`src/rtl/fault_detector.sv`:
```
// Compares an observed word against its golden reference, classifies the mismatch,
// and keeps total/consecutive fault counters with a sticky alarm.
module fault_detector #(
    parameter int DataSize    = 32,
    parameter int SizeFault   = 3,
    parameter int AlarmThresh = 4,
    parameter int CountWidth  = 16
) (
    input  logic                  clk,
    input  logic                  rst,
    input  logic                  inValid,
    input  logic [DataSize-1:0]   goldenIn,
    input  logic [DataSize-1:0]   dataIn,
    input  logic                  clear,
    output logic                  outValid,
    output logic [SizeFault-1:0]  faultType,
    output logic                  faultDetected,
    output logic [CountWidth-1:0] faultCount,
    output logic [CountWidth-1:0] consecCount,
    output logic                  alarm,
    output logic                  ready
);

    typedef enum logic [1:0] {
        WARMUP  = 2'd0,
        MONITOR = 2'd1,
        ALARM   = 2'd2
    } state_t;

    localparam logic [CountWidth-1:0] CountMax    = '1;
    localparam logic [CountWidth-1:0] CountThresh = CountWidth'(AlarmThresh);

    state_t                state_reg, state_next;
    logic                  warm_cnt_reg, warm_cnt_next;
    logic                  out_valid_reg, out_valid_next;
    logic [SizeFault-1:0]  fault_type_reg, fault_type_next;
    logic                  fault_det_reg, fault_det_next;
    logic [CountWidth-1:0] fault_count_reg, fault_count_next;
    logic [CountWidth-1:0] consec_count_reg, consec_count_next;
    logic                  alarm_reg, alarm_next;

    logic [DataSize-1:0]   flip_word;
    logic [DataSize-1:0]   shift_word;
    logic [SizeFault-1:0]  sample_code;

    // Code-1 pattern: the four bits just below the top two forced to one.
    generate
        for (genvar gi = 0; gi < DataSize; gi++) begin : g_flip
            if (gi >= DataSize - 6 && gi <= DataSize - 3) begin : g_forced
                assign flip_word[gi] = 1'b1;
            end else begin : g_pass
                assign flip_word[gi] = goldenIn[gi];
            end
        end
    endgenerate

    assign shift_word = {goldenIn[DataSize-2:0], 1'b0};

    // Equality against X/Z evaluates false, so such words fall through to code 3.
    always_comb begin
        sample_code = SizeFault'(3);
        if (dataIn == goldenIn) begin
            sample_code = SizeFault'(0);
        end else if (dataIn == flip_word) begin
            sample_code = SizeFault'(1);
        end else if (dataIn == shift_word) begin
            sample_code = SizeFault'(2);
        end
    end

    always_comb begin
        state_next        = state_reg;
        warm_cnt_next     = warm_cnt_reg;
        out_valid_next    = 1'b0;
        fault_type_next   = fault_type_reg;
        fault_det_next    = fault_det_reg;
        fault_count_next  = fault_count_reg;
        consec_count_next = consec_count_reg;
        alarm_next        = alarm_reg;

        case (state_reg)
            WARMUP: begin
                warm_cnt_next = 1'b1;
                if (warm_cnt_reg) begin
                    state_next = MONITOR;
                end
            end
            default: begin
                if (clear) begin
                    fault_count_next  = '0;
                    consec_count_next = '0;
                    alarm_next        = 1'b0;
                    state_next        = MONITOR;
                end else if (inValid) begin
                    out_valid_next  = 1'b1;
                    fault_type_next = sample_code;
                    fault_det_next  = (sample_code != '0);
                    if (sample_code != '0) begin
                        if (fault_count_reg != CountMax) begin
                            fault_count_next = fault_count_reg + CountWidth'(1);
                        end
                        if (consec_count_reg != CountMax) begin
                            consec_count_next = consec_count_reg + CountWidth'(1);
                        end
                    end else begin
                        consec_count_next = '0;
                    end
                    if (consec_count_next >= CountThresh) begin
                        alarm_next = 1'b1;
                        state_next = ALARM;
                    end
                end
            end
        endcase
    end

    always_ff @(posedge clk or negedge rst) begin
        if (!rst) begin
            state_reg        <= WARMUP;
            warm_cnt_reg     <= 1'b0;
            out_valid_reg    <= 1'b0;
            fault_type_reg   <= '0;
            fault_det_reg    <= 1'b0;
            fault_count_reg  <= '0;
            consec_count_reg <= '0;
            alarm_reg        <= 1'b0;
        end else begin
            state_reg        <= state_next;
            warm_cnt_reg     <= warm_cnt_next;
            out_valid_reg    <= out_valid_next;
            fault_type_reg   <= fault_type_next;
            fault_det_reg    <= fault_det_next;
            fault_count_reg  <= fault_count_next;
            consec_count_reg <= consec_count_next;
            alarm_reg        <= alarm_next;
        end
    end

    assign ready         = (state_reg != WARMUP);
    assign outValid      = out_valid_reg;
    assign faultType     = fault_type_reg;
    assign faultDetected = fault_det_reg;
    assign faultCount    = fault_count_reg;
    assign consecCount   = consec_count_reg;
    assign alarm         = alarm_reg;

endmodule

```
`config.mk`:
```
export PLATFORM = sky130hd
export DESIGN_NAME = fault_detector
export DESIGN_NICKNAME = d
export VERILOG_FILES = /design/src/rtl/fault_detector.sv
export SDC_FILE = /design/constraint.sdc
export NUM_CORES = 1
export LEC_CHECK = 0
export CAP_MARGIN = 20
export CORE_MARGIN = 4
export CORE_UTILIZATION = 30
export DETAILED_ROUTE_END_ITERATION = 6
export GPL_ROUTABILITY_DRIVEN = 1
export GPL_TIMING_DRIVEN = 0
export PLACE_DENSITY = 0.59
export SETUP_SLACK_MARGIN = 0.15
export SLEW_MARGIN = 20
export SYNTH_ARGS = -nofsm -noshare
export SYNTH_HDL_FRONTEND = slang
export SYNTH_SLANG_ARGS = --single-unit
```
`constraint.sdc`:
```
create_clock -name clk -period 3.6 [get_ports clk]
set_input_delay 0.9 -clock clk [delete_from_list [all_inputs] [get_ports clk]]
set_output_delay 0.9 -clock clk [all_outputs]
set_load 0.02 [all_outputs]
```
# Word level (Yosys, flattened, before mapping)
# Cells that the tools add are included.
# word_totals
wordCells,58
output_inout_bits,39
regBits,41
# classes
eq_ne,6
addsub,2
bitwise_logic,2
reduce_logical,14
mux,25
n_lt_le_gt_ge,1
# ops
op,count
two-way mux 16 bit,11
== test 32 bit,3
"adder 16 x 1 -> 16 bit, second input constant",2
"!= test 16 bit, second input constant",2
"greater-or-equal comparator 16 x 3 -> 1 bit, second input constant",1
two-way mux 2 bit,6
nonzero test 2 bit,5
AND reduction 3 bit,3
nonzero test 3 bit,3
two-way mux 1 bit,7
AND reduction 4 bit,1
two-way mux 3 bit,1
zero test 2 bit,1
"!= test 2 bit, second input constant",1
inverter 1 bit,2
AND reduction 2 bit,1

# Logic depth before layout (Yosys ltp)
# Gate-level depths: netlist of the first run.
# logic_depth
word_depth,14
mapped_depth,8

# Least setup slack after synthesis of the first run
# No wires, ideal clock.
# synth_path
path_type,input-to-reg
startpoint,in dataIn[7]
endpoint,"reg fault_count_reg[0], in the netlist faultCount[0]"
setup_time_ns,0.125
slack_ns,0.997
path_stages,7
arrival_time_ns,2.478
required_ns,3.475
path_cell_list,xnor2_1 -> nand4_1 -> nor4_1 -> a31o_2 -> clkbuf_1 -> nor3_1 -> mux2_2
# synth_via
elab_chain_len,7
word_cells_on_any_way,9
cone_classes,3 x eq/ne; 3 x mux; 3 x reduce/logical
# synth_lines
item,line_no,text
from (decl),13,"input logic [DataSize-1:0] dataIn,"
== test 32 bit,66,end else if (dataIn == shift_word) begin
two-way mux 1 bit,66,
two-way mux 2 bit,64,end else if (dataIn == flip_word) begin
two-way mux 3 bit (*),62,if (dataIn == goldenIn) begin
nonzero test 3 bit (*),98,if (sample_code != '0) begin
nonzero test 2 bit (no source line) (*),--,
AND reduction 4 bit (no source line) (*),--,
to (signal assigned),133,fault_count_reg <= fault_count_next;
to (decl),38,"logic [CountWidth-1:0] fault_count_reg, fault_count_next;"
# Every way passes the cells marked *; elsewhere a longest branch is shown, timed or not.
# A chain may end at the register's enable or synchronous reset.

# Final worst setup path of the first run
# layout_path
startpoint,in dataIn[26]
endpoint,"reg consec_count_reg[6], in the netlist consecCount[6]"
# layout_via
elab_chain_len,11
word_cells_on_any_way,13
cone_classes,3 x eq/ne; 9 x mux; 1 x reduce/logical
# layout_lines
item,line_no,text
== test 32 bit,66,
two-way mux 1 bit,66,
two-way mux 2 bit,64,
two-way mux 3 bit (*),62,
nonzero test 3 bit (*),98,
two-way mux 16 bit (*),98,
two-way mux 16 bit (*),94,end else if (inValid) begin
two-way mux 16 bit (*),89,if (clear) begin
two-way mux 16 bit (*),81,case (state_reg)
two-way mux 16 bit (*),94,
two-way mux 16 bit (*),89,
to (signal assigned),134,consec_count_reg <= consec_count_next;
to (decl),39,"logic [CountWidth-1:0] consec_count_reg, consec_count_next;"
# Every way passes the cells marked *; elsewhere a longest branch is shown, timed or not. The select of a mux whose other input is x is not followed.

==> results of run 1 <==
final timing paths:
path / end / slack, ps
hold / removal: consecCount[6] / 470
max in group asynchronous: faultCount[12] / 2660
hold reg to reg: faultType[1] / 490
min in group clk: faultType[1] / 490
setup / recovery: consecCount[6] / 470
setup reg to reg: state_reg[1] / 810
power groups by stage:
stage | Combinational (mW) | Sequential [mW] | Clock [mW]
after floorplan | 0.227 | 0.562 | 0
after global placement | 0.517 | 0.532 | 0
after detailed placement | 0.525 | 0.533 | 0
after CTS | 0.523 | 0.525 | 0.339
after global routing | 0.565 | 0.532 | 0.354
final | 0.520 | 0.524 | 0.332
per-layer routing:
layer | GRT usage, % | vias to the layer above
met3 | 2.93 | 15
met4 | 3.45 | 0
met5 | 0 | -
met1 | 22.8 | 1608
met2 | 28.3 | 110
li1 | - | 1645
synthesized netlist by cell type, types with 3 or more instances:
cell type / count
nor3_1: 9
buf_2: 3
o21ai_0: 11
o41ai_1: 3
and3_1: 3
buf_4: 3
o31ai_1: 4
xnor2_1: 32
dfrtp_1: 40
nor4b_1: 3
or4_1: 4
nand4_1: 21
a21oi_1: 18
nand2_1: 27
nand4b_1: 6
nor4_1: 17
inv_1: 10
or2_2: 6
a41oi_1: 4
mux2i_1: 7
a31o_2: 3
a21o_1: 3
nor2_1: 15
a31oi_1: 15
clkbuf_1: 15
nand3_1: 20
and2_1: 3
or3_1: 5
xor2_1: 35
layout by cell type, fill, tap and decap left out, drive strengths merged, types with 7 or more instances in the layout:
cell type / n
a21oi: 19
or4: 7
xor2: 35
clkdlybuf4s50: 104
buf: 9
or3: 7
a31oi: 15
nor3: 10
mux2i: 7
nand2: 27
clkbuf: 21
o21ai: 12
xnor2: 32
nor2: 15
nor4: 17
nand3: 20
nand4: 23
inv: 10
dfrtp: 40
logic make-up after synthesis:
logic type      Yosys count  share of synthesized area (%)
flops                    40                           30.9
fa+ha+maj                 2                          0.771
buf+inv                  32                           4.40
mux                       8                           2.51
xor+xnor                 67                           18.1
other cells               1                          0.116
compound gates           75                           15.4
simple gates            154                           27.8
cell type report:
class,instances,area (um2)
timing repair buffer,106,1070
buffer,21,101
fill,1055,5840
sequential,40,1000
tap,136,170
inverter,10,37.5
clock buffer,7,96.3
multi-input combinational,307,2110
what timing repair did:
item	in CTS	in global routing
pin swaps	0	0
setup buffers	0	0
resized for setup	0	1
endpoints found under the setup margin	1	1
cloned	0	0
==> flow_summary_export.csv, run 1 <==
group,metric,value,unit
outcome,status,"finished, final reports clean",
yosys,synth_cell_types,56,
routing,first_iter_violations,188,
routing,wl_met1,4850,um
yosys,ys_ff_latch,40,
clock_tree,cts_hold_buf,0,
timing,fmax,320,MHz
placed_design,place_area,4480,um2
die,rows,37,
min_path,hp-class,"in2async",
routing,routed_wirelength,10900,um
layout,finalNetCount,561,
critical_path,reg2regPathDepth,8,
critical_path,path_cells,"clkdlybuf4s50_1 > xor2_1 > nor4_1 > a31oi_1 > clkbuf_1 > a41oi_1 > a21oi_1",
die,dieArea,12500,um2
critical_path,cp_data_required_time,3750,ps
die,die_w,112,um
grt,antenna_found_initial,0,
layout,num_antenna_cells,0,
timing,skew,9.68,ps
timing,setup_ws,473,ps
power_and_ir_drop,pwr-share-clk,24.1,%
critical_path,startpoint,"dataIn[26]",
power_and_ir_drop,total_power,1.38,mW
timing,finalSetupViolCount,0,
critical_path,endpoint_kind,"register",
clock_tree,cts_buffers,5,
power_and_ir_drop,power.switching,483,uW
timing,hold_viol_final,0,
grt,grt_pass1_wl,17500,um
routing,vias,3378,
timing,worst_pin_slew,698,ps
power_and_ir_drop,leakage,1.69,nW
yosys,synth_cells,379,
die,design.core.area,10400,um2
routing,ant_nets,0,
layout,layout-drive-gt1-share,8.35,%
power_and_ir_drop,vdd_drop_max,0.126,mV
layout,syn2layout_area_growth,41.2,%
critical_path,slowest_stage,"nor4_1",
routing,wl_met3,595,um
yosys,ys.flop_type,"dfrtp_1",
routing,dr.max_layer_used,"met4",
timing,rsz0062_at_grt,"no",
routing,drc_errors,0,
routing,first_pass_iters,4,
critical_path,crit_family,"buffers and inverters",
yosys,async_flop_share,100,%
timing,fin_crit_sh,86.9,%
placed_design,gp_congestion,0.851,
yosys,syn_area,3240,um2
critical_path,crit_type,"in2reg",
timing,max-slew-margin-rel,53.0,%
layout,final_area,4580,um2
layout,finalNonFillerCells,627,
grt,grt_start_max_net_pins,32,
yosys,ys_top_cells_by_area,"dfrtp_1 31%, xor2_1 9.5%, xnor2_1 8.6%",
timing,period_minus_slack,3130,ps
clock_tree,path_clk_slew,80,ps
clock_tree,cts.path.max_buffers,2,
critical_path,critPathMaxFanout,10,
power_and_ir_drop,swShare,35.1,%
critical_path,startpoint_type,"primary input",
yosys,syn_nets,449,
placed_design,dp_cells,621,
critical_path,cp_num_buf_inv,2,
routing,dr_wl_met2,5250,um
critical_path,cp.depth,7,
timing,holdWs,473,ps
die,die_y,112,um
grt,track_usage,16.8,%
yosys,synth_top_area_share,30.9,%
critical_path,critical-path-max-stage-delay,560,ps
power_and_ir_drop,comb_power_share,37.8,%
grt,grt_pass1_vias,3400,
timing,slew_viol_final,0,
timing,tns,0,ps
die,ios,107,
clock_tree,cts_max_level,2,
placed_design,io_buffers,105,
layout,fin_util,44.0,%
die,initial_utilization,31.1,%
yosys,avgSynthCellArea,8.56,um2
power_and_ir_drop,power_per_cell_area,301,nW/um2
clock_tree,cts_tree,"done",
critical_path,crit_arrival,3280,ps
placed_design,dp_slack,-138,ps
clock_tree,cts_root_buffer,"clkbuf_8",
yosys,synth_edf_count,0,
power_and_ir_drop,power_frac_seq,38.1,%
yosys,ys_seq_area_share,30.9,%
clock_tree,clock_sinks,40,
critical_path,r2r-start,"consecCount[0]",
routing,via_per_inst,5.39,
job,drv_cap,0,
yosys,ys_warn_count,0,
grt,grt_overflow,0,
placed_design,place_hpwl,8710,um
power_and_ir_drop,internal_power,893,uW
routing,wl_per_cell,17.3,um
yosys,yosysTopAreaCell,"dfrtp_1",
clock_tree,clk_latency,290,ps
Note: power is estimated with default switching activity, not from simulation.
==> run 2: changes to the inputs <==
--- a/config.mk
+++ b/config.mk
@@ -7,11 +7,11 @@
 export LEC_CHECK = 0
 export CAP_MARGIN = 20
 export CORE_MARGIN = 4
-export CORE_UTILIZATION = 30
+export CORE_UTILIZATION = 50
 export DETAILED_ROUTE_END_ITERATION = 6
 export GPL_ROUTABILITY_DRIVEN = 1
 export GPL_TIMING_DRIVEN = 0
-export PLACE_DENSITY = 0.59
+export PLACE_DENSITY = 0.89
 export SETUP_SLACK_MARGIN = 0.15
 export SLEW_MARGIN = 20
 export SYNTH_ARGS = -nofsm -noshare
==> constraint.sdc (replaced) <==
create_clock -name clk -period 3.8 [get_ports clk]
set_input_delay 0.95 -clock clk [delete_from_list [all_inputs] [get_ports clk]]
set_output_delay 0.95 -clock clk [all_outputs]
set_load 0.02 [all_outputs]
==> run 2 against run 1 <==
Compared with the run above:
- register-to-register slack gained 160 ps
- setup slack got worse by 140 ps
- clock power increased by 9.9%
- cell count fell by 9.1%
- combinational power fell by 4.6%
- count of clock-buffer cells in the layout decreased by 2
- sequential cell count unchanged
- critical endpoint is now consecCount[1]
- largest cell class unchanged
==> flow_summary_export.csv, run 2 (same netlist as run 1, synthesis figures left out) <==
group,metric,value,unit
timing,finalSetupViolCount,0,
die,rows,29,
routing,first_iter_violations,263,
timing,max-slew-margin-rel,55.3,%
clock_tree,path_clk_slew,80,ps
clock_tree,cts_root_buffer,"clkbuf_8",
clock_tree,cts_tree,"done",
timing,worst_pin_slew,668,ps
grt,track_usage,27.5,%
critical_path,slowest_stage,"clkbuf_1",
layout,layout-drive-gt1-share,8.52,%
power_and_ir_drop,vdd_drop_max,0.199,mV
grt,antenna_found_initial,0,
timing,tns,0,ps
timing,period_minus_slack,3470,ps
critical_path,cp_num_buf_inv,2,
layout,register_area,1000,um2
outcome,status,"finished, final reports clean",
power_and_ir_drop,internal_power,882,uW
power_and_ir_drop,power_frac_seq,36.7,%
timing,rsz0062_at_grt,"no",
die,initial_utilization,51.4,%
grt,grt_pass1_vias,3605,
placed_design,place_area,4410,um2
grt,met1_usage,33.2,%
grt,met3_usage,5.03,%
layout,fillers,498,
layout,num_antenna_cells,0,
power_and_ir_drop,power_per_cell_area,300,nW/um2
grt,grt_pass1_wl,16900,um
critical_path,crit_family,"buffers and inverters",
layout,finalNetCount,562,
layout,syn2layout_area_growth,39.6,%
placed_design,place_hpwl,8470,um
critical_path,critPathMaxFanout,10,
critical_path,path_cells,"clkdlybuf4s50_1 > xnor2_1 > nand4_1 > nor3_1 > a31o_2 > clkbuf_1 > nor2_1 > a32o_1",
die,die_w,88.5,um
die,dieArea,7840,um2
power_and_ir_drop,pwr-share-clk,26.8,%
layout,layout_common_cells,"104 x clkdlybuf4s50_1, 40 x dfrtp_1, 35 x xor2_1, 32 x xnor2_1, 27 x nand2_1",
critical_path,startpoint_type,"primary input",
timing,fin_crit_sh,91.3,%
critical_path,cp_data_required_time,3990,ps
critical_path,endpoint_kind,"register",
timing,hold_viol_final,0,
clock_tree,clk_latency,300,ps
grt,grt_start_max_net_pins,26,
placed_design,gp_congestion,0.966,
timing,fmax,288,MHz
routing,ant_nets,0,
clock_tree,cts.path.max_buffers,2,
timing,slew_viol_final,0,
critical_path,crit_type,"in2reg",
timing,skew,7.90,ps
layout,multi_input_area,2110,um2
critical_path,crit_arrival,3650,ps
layout,final_common_cell,"clkdlybuf4s50_1",
routing,drc_errors,0,
clock_tree,postCtsSetupBuffers,0,
min_path,hp-class,"reg2reg",
power_and_ir_drop,power.switching,477,uW
die,die_y,88.5,um
clock_tree,cts_resized,0,
job,drv_cap,0,
critical_path,critical-path-max-stage-delay,500,ps
routing,wl_per_cell,18.9,um
power_and_ir_drop,comb_power_share,36.5,%
routing,first_pass_iters,5,
power_and_ir_drop,leakage,1.70,nW
die,ios,107,
routing,routed_wirelength,10800,um
grt,met2_usage,50.0,%
layout,final_area,4530,um2
clock_tree,cts_buffers,5,
power_and_ir_drop,swShare,35.1,%
grt,grt_overflow,0,
clock_tree,clock_sinks,40,
clock_tree,cts_hold_buf,0,
die,design.core.area,6310,um2
placed_design,io_buffers,105,
routing,via_per_inst,6.26,
clock_tree,cts_max_level,2,
grt,grt-busiest-layer,"met2",
routing,vias,3566,
-- run 2: cell types whose count changed in the layout (fill, tap and decap cells not counted) --
cell,before,now
clkbuf_1,14,15
bufinv_16,0,1
clkinv_4,0,2
clkbuf_8,7,5
-- run 2: area by class of cell --
class,instances,area share (%)
tap,77,2.13
clock buffer,5,1.52
buffer,22,2.32
clock inverter,3,1.05
inverter,10,0.829
multi-input combinational,307,46.5
timing repair buffer,106,23.5
sequential,40,22.1
-- run 2: power by group through the flow --
stage	registers [mW]	logic (mW)	clock network, mW
after floorplan	0.533	0.215	0
after global placement	0.503	0.474	0
after detailed placement	0.505	0.486	0
after CTS	0.497	0.490	0.365
after global routing	0.503	0.528	0.379
final	0.498	0.496	0.365
-- run 2: metrics by stage --
step / power [mW] / util [%] / hold WS (ps) / worst slack, ps / instances
finish: 1.36 / 71.7 / 489 / 332 / 570
global route: 1.41 / 71.7 / 491 / 222 / 570
CTS: 1.35 / 71.6 / 481 / 332 / 570
detailed placement: 0.992 / 69.8 / 461 / 44.4 / 562
global placement: 0.977 / 69.5 / 455 / 127 / 561
floorplan: 0.748 / - / 441 / 1150 / 379
-- run 2: routing by layer --
metal / vias up / wire, um
met2: 173 / 5590
met5: - / 0
li1: 1648 / -
met3: 28 / 729
met1: 1717 / 4260
met4: 0 / 220
-- run 2: worst paths after layout --
check / endpoint / slack (ps) / startpoint / cells after the start
max in group asynchronous: faultCount[15] / 2760 / rst / 2
worst max-delay path: consecCount[1] / 330 / dataIn[19] / 8
worst min-delay path: warm_cnt_reg / 490 / warm_cnt_reg / 1
worst max register to register: alarm / 970 / consecCount[1] / 8
min in group asynchronous: faultCount[4] / 570 / rst / 1
worst min register to register: warm_cnt_reg / 490 / warm_cnt_reg / 1
==> run 3: changes to the inputs <==
--- a/config.mk
+++ b/config.mk
@@ -6,7 +6,6 @@
 export NUM_CORES = 1
 export LEC_CHECK = 0
 export CAP_MARGIN = 20
-export CORE_MARGIN = 4
 export CORE_UTILIZATION = 50
 export DETAILED_ROUTE_END_ITERATION = 6
 export GPL_ROUTABILITY_DRIVEN = 1
==> run 3 against run 2 <==
Compared with the run above:
- total power shrank 5.1%
- final area shrank 0.77%
- count of clock-buffer cells in the layout is the same
- global-route usage grew 6.0 points
- critical path depth is the same
- clock skew grew 1.7 ps
==> flow_summary_export.csv, run 3 (same netlist as run 1, synthesis figures left out) <==
group,metric,value,unit
clock_tree,postCtsSetupBuffers,0,
timing,finalSetupViolCount,0,
power_and_ir_drop,vdd_drop_max,0.240,mV
layout,finalNonFillerCells,567,
routing,first_iter_violations,345,
critical_path,crit_type,"in2reg",
routing,vias,3595,
layout,syn2layout_area_growth,38.5,%
die,ios,107,
routing,drc_errors,0,
clock_tree,path_clk_slew,80,ps
grt,antenna_found_initial,0,
clock_tree,cts_resized,0,
placed_design,gp_congestion,0.941,
die,die_w,82.5,um
layout,finalNetCount,561,
clock_tree,cts_tree,"done",
clock_tree,cts_buffers,5,
routing,via_per_inst,6.34,
grt,track_usage,33.5,%
die,die_y,82.5,um
timing,slew_viol_final,0,
placed_design,io_buffers,105,
grt,grt_overflow,0,
outcome,status,"finished, final reports clean",
layout,layout_common_cells,"104 x clkdlybuf4s50_1, 40 x dfrtp_1, 35 x xor2_1, 32 x xnor2_1, 27 x nand2_1",
critical_path,critPathMaxFanout,10,
placed_design,dp_cells,560,
die,design.core.area,6100,um2
die,rows,28,
layout,final_common_cell,"clkdlybuf4s50_1",
routing,routed_wirelength,10700,um
clock_tree,cts_max_level,2,
die,initial_utilization,53.2,%
timing,fmax,295,MHz
grt,grt_pass1_vias,3406,
routing,wl_per_cell,18.8,um
timing,period_minus_slack,3380,ps
layout,num_antenna_cells,0,
clock_tree,cts.path.max_buffers,2,
power_and_ir_drop,power_per_cell_area,287,nW/um2
layout,layout-drive-gt1-share,8.54,%
timing,fin_crit_sh,89.1,%
timing,worst_pin_slew,654,ps
routing,ant_nets,0,
grt,grt_pass1_wl,16900,um
clock_tree,clk_latency,310,ps
timing,max-slew-margin-rel,56.0,%
clock_tree,cts_hold_buf,0,
layout,fillers,476,
placed_design,place_hpwl,8250,um
timing,hold_viol_final,0,
critical_path,endpoint_kind,"register",
clock_tree,cts_root_buffer,"clkbuf_8",
power_and_ir_drop,leakage,1.69,nW
critical_path,crit_arrival,3620,ps
power_and_ir_drop,total_power,1.29,mW
timing,holdWs,485,ps
die,dieArea,6810,um2
timing,rsz0062_at_grt,"no",
clock_tree,clock_sinks,40,
timing,skew,9.63,ps
critical_path,cp_data_required_time,4030,ps
routing,first_pass_iters,5,
job,drv_cap,0,
min_path,hp-class,"reg2reg",
grt,grt_start_max_net_pins,26,
critical_path,startpoint_type,"primary input",
run 3: final timing paths:
| check | startpoint | endpoint | slack (ps) | depth (start not counted) |
|---|---|---|---|---|
| min | warm_cnt_reg | warm_cnt_reg | 490 | 1 |
| min in group asynchronous | rst | consecCount[14] | 560 | 1 |
| max in group asynchronous | rst | faultCount[14] | 2760 | 2 |
| max reg2reg | consecCount[0] | state_reg[1] | 980 | 8 |
| max | dataIn[12] | faultCount[4] | 420 | 8 |
| min reg2reg | warm_cnt_reg | warm_cnt_reg | 490 | 1 |
run 3: final cells by class:
class / instances / area [um2] / area share [%]
Sequential cell: 40 / 1000 / 22.3
Clock inverter: 3 / 18.8 / 0.418
Buffer: 21 / 101 / 2.26
Tap cell: 75 / 93.8 / 2.09
Clock buffer: 5 / 68.8 / 1.53
Inverter: 10 / 37.5 / 0.835
Timing Repair Buffer: 106 / 1070 / 23.7
Multi-Input combinational cell: 307 / 2110 / 46.9
run 3: where the power goes:
| part | internal [mW] | switching [mW] |
|---|---|---|
| Sequential | 0.459 | 0.0389 |
| Combinational | 0.225 | 0.272 |
| Clock | 0.128 | 0.167 |
| Total | 0.812 | 0.478 |
run 3: critical path, stage by stage:
cell and delay, ps:
clkdlybuf4s50_1 460, xnor2_1 300, nand4_1 170, nor3_1 560
a31oi_1 380, clkbuf_1 380, nand4_1 220, mux2i_1 190
run 3: through the flow:
| stage | TNS, ps | cell area [um2] | utilization (%) | worst slack, ps |
|---|---|---|---|---|
| floorplan | 0 | 3240 | - | 1150 |
| global placement | -103 | 4390 | 72.0 | -73.4 |
| detailed placement | -290 | 4400 | 72.2 | -109 |
| CTS | 0 | 4490 | 73.7 | 157 |
| global route | 0 | 4490 | 73.7 | 349 |
| finish | 0 | 4490 | 73.7 | 415 |
run 3: metal layers:
metal / vias up / GRT usage, % / share of wire, %
met5: - / 0 / 0
met4: 0 / 13.1 / 2.3
met3: 31 / 6.26 / 6.7
met2: 202 / 56.4 / 48
met1: 1718 / 42.3 / 43
li1: 1644 / - / -
